**src/rtl/min_dist_scanner.sv**
```systemverilog
// Sequential arg-min over the distance store: walks every node index once
// and returns the unvisited node with the smallest finite distance.
`ifndef DEFAULT_MAX_NODES
`define DEFAULT_MAX_NODES 4
`endif
`ifndef DEFAULT_INDEX_WIDTH
`define DEFAULT_INDEX_WIDTH 2
`endif
`ifndef DEFAULT_VALUE_WIDTH
`define DEFAULT_VALUE_WIDTH 8
`endif
`ifndef INFINITY
`define INFINITY '1
`endif

module min_dist_scanner #(
  parameter int MAX_NODES   = `DEFAULT_MAX_NODES,
  parameter int INDEX_WIDTH = `DEFAULT_INDEX_WIDTH,
  parameter int VALUE_WIDTH = `DEFAULT_VALUE_WIDTH
) (
  input  logic                   clock,
  input  logic                   reset,
  input  logic                   start,
  input  logic [MAX_NODES-1:0]   visited,
  output logic [INDEX_WIDTH-1:0] dist_index,
  input  logic [VALUE_WIDTH-1:0] dist_value,
  output logic                   busy,
  output logic                   done,
  output logic                   found,
  output logic [INDEX_WIDTH-1:0] min_index,
  output logic [VALUE_WIDTH-1:0] min_value
);

  localparam logic [1:0] S_IDLE = 2'd0;
  localparam logic [1:0] S_SCAN = 2'd1;
  localparam logic [1:0] S_DONE = 2'd2;

  localparam logic [VALUE_WIDTH-1:0] INF = `INFINITY;
  localparam logic [INDEX_WIDTH-1:0] LAST =
    INDEX_WIDTH'(MAX_NODES - 1);

  logic [1:0]             state_q, state_d;
  logic [INDEX_WIDTH-1:0] idx_q, idx_d;
  logic [MAX_NODES-1:0]   visited_q, visited_d;
  logic [INDEX_WIDTH-1:0] best_index_q, best_index_d;
  logic [VALUE_WIDTH-1:0] best_value_q, best_value_d;
  logic                   best_found_q, best_found_d;
  logic                   busy_q, busy_d;
  logic                   done_q, done_d;
  logic                   found_q, found_d;
  logic [INDEX_WIDTH-1:0] min_index_q, min_index_d;
  logic [VALUE_WIDTH-1:0] min_value_q, min_value_d;

  logic                   cur_visited;
  logic                   take;
  logic [INDEX_WIDTH-1:0] scan_index;
  logic [VALUE_WIDTH-1:0] scan_value;
  logic                   scan_found;

  // Explicit compare loop keeps the index in range for non-power-of-two sizes
  always_comb begin
    cur_visited = 1'b0;
    for (int i = 0; i < MAX_NODES; i++) begin
      if (idx_q == INDEX_WIDTH'(i)) cur_visited = visited_q[i];
    end
  end

  // Strict compare: ties keep the lower index, INF never beats INF
  always_comb begin
    take       = !cur_visited && (dist_value < best_value_q);
    scan_index = take ? idx_q : best_index_q;
    scan_value = take ? dist_value : best_value_q;
    scan_found = best_found_q | take;
  end

  always_comb begin
    state_d      = state_q;
    idx_d        = idx_q;
    visited_d    = visited_q;
    best_index_d = best_index_q;
    best_value_d = best_value_q;
    best_found_d = best_found_q;
    busy_d       = busy_q;
    done_d       = 1'b0;
    found_d      = found_q;
    min_index_d  = min_index_q;
    min_value_d  = min_value_q;
    unique case (state_q)
      S_IDLE: begin
        if (start) begin
          state_d      = S_SCAN;
          visited_d    = visited;
          idx_d        = '0;
          best_index_d = '0;
          best_value_d = INF;
          best_found_d = 1'b0;
          busy_d       = 1'b1;
        end
      end
      S_SCAN: begin
        best_index_d = scan_index;
        best_value_d = scan_value;
        best_found_d = scan_found;
        if (idx_q == LAST) begin
          state_d     = S_DONE;
          idx_d       = '0;
          done_d      = 1'b1;
          found_d     = scan_found;
          min_index_d = scan_index;
          min_value_d = scan_value;
        end else begin
          idx_d = idx_q + INDEX_WIDTH'(1);
        end
      end
      S_DONE: begin
        state_d = S_IDLE;
        busy_d  = 1'b0;
      end
      default: begin
        state_d = S_IDLE;
        idx_d   = '0;
        busy_d  = 1'b0;
      end
    endcase
  end

  always_ff @(posedge clock or negedge reset) begin
    if (!reset) begin
      state_q      <= S_IDLE;
      idx_q        <= '0;
      visited_q    <= '0;
      best_index_q <= '0;
      best_value_q <= '0;
      best_found_q <= 1'b0;
      busy_q       <= 1'b0;
      done_q       <= 1'b0;
      found_q      <= 1'b0;
      min_index_q  <= '0;
      min_value_q  <= '0;
    end else begin
      state_q      <= state_d;
      idx_q        <= idx_d;
      visited_q    <= visited_d;
      best_index_q <= best_index_d;
      best_value_q <= best_value_d;
      best_found_q <= best_found_d;
      busy_q       <= busy_d;
      done_q       <= done_d;
      found_q      <= found_d;
      min_index_q  <= min_index_d;
      min_value_q  <= min_value_d;
    end
  end

  assign dist_index = idx_q;
  assign busy       = busy_q;
  assign done       = done_q;
  assign found      = found_q;
  assign min_index  = min_index_q;
  assign min_value  = min_value_q;

endmodule

```
**config.mk**
```make
export PLATFORM = sky130hd
export DESIGN_NAME = min_dist_scanner
export DESIGN_NICKNAME = d
export VERILOG_FILES = /design/src/rtl/min_dist_scanner.sv
export SDC_FILE = /design/constraint.sdc
export NUM_CORES = 1
export LEC_CHECK = 0
export CAP_MARGIN = 5
export CORE_AREA = 2 2 60 62
export CTS_BUF_LIST = sky130_fd_sc_hd__clkbuf_8
export DETAILED_ROUTE_END_ITERATION = 10
export DIE_AREA = 0 0 62 64
export PLACE_DENSITY_LB_ADDON = 0.08
export SLEW_MARGIN = 20
export SYNTH_ARGS = -nofsm -noshare
export SYNTH_HDL_FRONTEND = slang
export SYNTH_SLANG_ARGS = --single-unit
```
**constraint.sdc**
```tcl
create_clock -name clock -period 4.03 [get_ports clock]
set_input_delay 0.806 -clock clock [delete_from_list [all_inputs] [get_ports clock]]
set_output_delay 0.806 -clock clock [all_outputs]
set_load 0.01 [all_outputs]
```
# After elaboration in Yosys (flattened, before gate mapping)
# Index checks and enable logic that the tools add are counted.
dict set report word_totals {
  reg_bits 32
  input_bits 15
  elab_cells 55
}
dict set report classes {
  add_sub_neg 1
  order_cmp 1
  eq_ne 7
  mux 21
  n_bitwise 3
  n_reduce_logical 11
}
# operator n
set ops {}
lappend ops {{2-to-1 mux 8 bit} 2}
lappend ops {{case mux 8 bit (2 select lines)} 1}
lappend ops {{AND reduction 2 bit} 6}
lappend ops {{2-to-1 mux 2 bit} 5}
lappend ops {{less-than comparator 8 bit} 1}
lappend ops {{2-to-1 mux 1 bit} 8}
lappend ops {{case mux 2 bit (2 select lines)} 2}
lappend ops {{equality test 2 bit (second input constant)} 3}
lappend ops {{case mux 2 bit (3 select lines)} 1}
lappend ops {{equality test 2 x 1 -> 1 bit (second input constant)} 2}
lappend ops {{zero test 2 bit} 2}
lappend ops {{inequality test 2 bit (second input constant)} 2}
lappend ops {{case mux 1 bit (2 select lines)} 2}
lappend ops {{adder 2 x 1 -> 2 bit (second input constant)} 1}
lappend ops {{NOT 1 bit} 2}
lappend ops {{nonzero test 2 bit} 1}
lappend ops {{logical AND 1 bit} 1}
lappend ops {{zero test 1 bit} 1}
lappend ops {{OR 1 bit} 1}

# Depth between registers and ports, before layout
dict set report depth {
  depth_word 9
  depth_mapped 8
  depth_no_buf 7
}

# Least setup slack after synthesis
# OpenSTA, ideal clock, no wires.
dict set report synth_timing {
  path_kind {input to register}
  start {input dist_value[2]}
  end {register min_index_q[0], in the netlist min_index[0]}
  arrival_time_ps 2270
  t_required_ps 3893
  slack_ps 1623
  stages 7
  n_path_buf 1
  path_cell_list {ha_1 a211oi_1 o21ai_1 a221oi_4 buf_6 mux2i_1 a21oi_1}
}
dict set report synth_between {
  elab_chain_cells 3
}
# element line_no
set synth_rtl {}
lappend synth_rtl {{from (decl)} 26} ;# input logic [VALUE_WIDTH-1:0] dist_value,
lappend synth_rtl {{less-than comparator 8 bit} 70} ;# take = !cur_visited && (dist_value < best_value_q);
lappend synth_rtl {{logical AND 1 bit} 70}
lappend synth_rtl {{2-to-1 mux 2 bit} 71} ;# scan_index = take ? idx_q : best_index_q;
lappend synth_rtl {{to (signal assigned)} 150} ;# min_index_q <= min_index_d;
lappend synth_rtl {{to (decl)} 51} ;# logic [INDEX_WIDTH-1:0] min_index_q, min_index_d;
# Every way passes these cells.
# A chain may end at the register's enable or synchronous reset.

# Worst setup path after layout
dict set report layout_timing {
  start {input dist_value[2]}
  end {register min_index_q[1], in the netlist min_index[1]}
}
# Same word-level chain as after synthesis.

==> flow_summary.ini <==
[status]
outcome = completed

[detailed_routing]
drt_wl_total_mm = 3.04
remaining_drc_errors = 0
via_per_inst = 5.00
avgRoutedWirePerCell_um = 13.3
dr_total_vias = 1146
drt.antenna.violating_nets = 0
first_pass_iters = 4
drt_iter0_drc = 50

[die]
die_area_um2 = 3970
rows = 21
die_x_um = 62
coreArea_um2 = 3280
die_h_um = 64
io_pins = 30
start_util_pct = 49.3

[final_layout]
fin_nets = 209
drive_gt1_share_pct = 11.5
fillers = 284
n_antenna_cell = 0
syn_to_final_growth_pct = 25.3

[power]
power.switching_uw = 635
p_int_mw = 1.04
clockPowerShare_pct = 13.3
power_density_nw_per_um2 = 824
combinationalPowerShare_pct = 52.2
switching_share_pct = 38.0
seq_power_share_pct = 34.6
finalPower_mw = 1.67
p_leak_nw = 0.930
ir_worst_vdd_mv = 0.371

[synthesis]
yosysWarnings = 0
synth_cell_types = 24
syn-cell-area_um2 = 1620
synth_seq_cells = 32
avgSynthCellArea_um2 = 10.7
syn_nets = 177
postSynthCellCount = 151
seq_area_frac_synth_pct = 49.5

[timing]
tightest_slew_ns = 0.726
fin_tns_setup_ns = 0
setup_ws_ns = 1.16
setup_viol = 0
rsz0062_at_grt = no
finalMaxSlewViolations = 0
finClkSkew_ns = 0.00683
fmax_mhz = 348
period_needed_ns = 2.87
finalHoldViolCount = 0
relSlewSlack_pct = 51.6
fin_crit_sh_pct = 71.3

[worst_setup_path]
cp_slowest_cell = a221oi_4
worstPathRequired_ns = 4.16
start_kind = input port
endpoint_kind = flip-flop
crit_path_max_incr_delay_ns = 0.48
path_class = in2reg
worstPathMaxFanout = 8
rrSetupSlack_ns = 1.69
cp.arrival_ns = 3.00
crit_chain = clkdlybuf4s50_1 -> ha_1 -> a211oi_1 -> o21ai_1 -> a221oi_4 -> buf_4 -> mux2i_1 -> a21oi_1

[clocking]
cts_buffers = 5
clk_pin_slew_worst_paths_ns = 0.06
cts.htree.levels = 2
cts_hold_buf = 0
post_cts_resized = 0
cts_setup_buffers = 0
clkLatencyLatePin_ns = 0.28
cts_num_sinks = 32
tritoncts = yes
root_buffer = clkbuf_8
clockBufferDepth = 2

[job]
max_cap_viol_count = 0

[grt]
grt_pass1_vias = 1173
gr-usage-all-layers_pct = 18.1
antenna_found_initial = 0
gr-total-overflow = 0
grt_max_degree = 33
grt_pass1_wl_mm = 5.26

[placed_design]
portBuffers = 29
post-dp-hpwl_mm = 2.23
routabilityCongestion = 0.787
place_ws_ns = 0.844

[worst_hold_path]
worstHoldPathType = reg2reg
## through the flow
| step | util [%] | hold slack, ns | area (µm²) | std cells |
|---|---|---|---|---|
| after floorplan | - | 0.462 | 1620 | 151 |
| after global placement | 59.4 | 0.486 | 1950 | 222 |
| after detailed placement | 59.4 | 0.503 | 1950 | 222 |
| after CTS | 61.8 | 0.519 | 2030 | 229 |
| after global routing | 61.8 | 0.540 | 2030 | 229 |
| final | 61.8 | 0.513 | 2030 | 229 |
## layout by cell type, fill, tap and decap left out, drive strengths merged, types with 5 or more instances in the layout
cell type,count
nor2,16
mux2i,13
dfrtp,32
inv,13
nand2,8
o21ai,14
a21oi,15
ha,11
mux2,10
clkbuf,5
clkdlybuf4s50,29
## power by group through the flow
stage	combinational [mW]	sequential, mW	clock (mW)
2_1_floorplan	0.606	0.583	0
6_report	0.873	0.578	0.222
5_1_grt	0.974	0.600	0.244
3_5_place_dp	0.882	0.584	0
4_1_cts	0.888	0.579	0.229
3_3_place_gp	0.868	0.579	0
## registers in the layout, summed over array words and instances, names as in the netlist
register      flops
found             1
state_q           2
dist_index        2
best_index_q      2
done              1
min_value         8
busy              1
visited_q         4
min_index         2
best_value_q      8
best_found_q      1
## path summary, 6_finish.rpt
check | from | endpoint | depth (start not counted)
setup / recovery | dist_value[2] | min_index[1] | 8
max in group asynchronous | reset | done | 2
hold / removal | best_found_q | best_found_q | 2
setup reg to reg | dist_index[0] | min_index[1] | 8
hold reg to reg | best_found_q | best_found_q | 2
min in group asynchronous | reset | min_value[7] | 2
## area by class of cell
class	instances	area (µm²)	area share (%)
clock buffer	5	68.8	3.39
sequential	32	801	39.5
clock inverter	2	8.76	0.432
multi-input combinational	101	743	36.6
tap	46	57.6	2.84
timing repair buffer	31	305	15.0
inverter	12	45.0	2.22
## logic make-up after synthesis
logic type,count (synthesis),synth area share (%)
DFF,32,49.5
buffers and inverters,18,4.64
and+or+nand+nor,32,9.20
adders and majority gates,11,8.50
AOI/OAI and AO/OA,35,13.2
muxes,23,15.0
## cells in the mapped netlist
library cell	n	area share, %
a211oi_1	1	0.46
nand2b_1	2	0.77
a21oi_1	15	4.6
nor2_1	16	3.7
nand2_1	7	1.6
ha_1	11	8.5
nor3_1	1	0.31
inv_1	12	2.8
o21ai_1	2	0.62
mux2i_1	13	8.0
o31ai_1	1	0.46
nand3b_1	1	0.46
nor2b_1	1	0.39
a221oi_4	1	1.6
clkbuf_1	5	1.2
and2b_1	1	0.46
o22ai_1	2	0.77
buf_6	1	0.70
a221oi_2	1	0.93
mux2_2	10	7.0
dfrtp_1	32	49
o21ai_0	12	3.7
and2_1	2	0.77
nand2_4	1	0.70
## per-layer routing
| metal | vias up | share of wire [%] | GRT usage [%] |
|---|---|---|---|
| li1 | 582 | - | - |
| met1 | 533 | 45 | 23.0 |
| met2 | 26 | 49 | 28.9 |
| met3 | 5 | 4.7 | 6.07 |
| met4 | 0 | 1.1 | 4.79 |
| met5 | - | 0 | 0 |
## critical path: cells and delay by family
family	cells	cell delay, ns
buf+inv	2	0.72
compound gates	4	0.94
fa+ha+maj	1	0.32
mux	1	0.22
(Power assumes the default switching activity.)
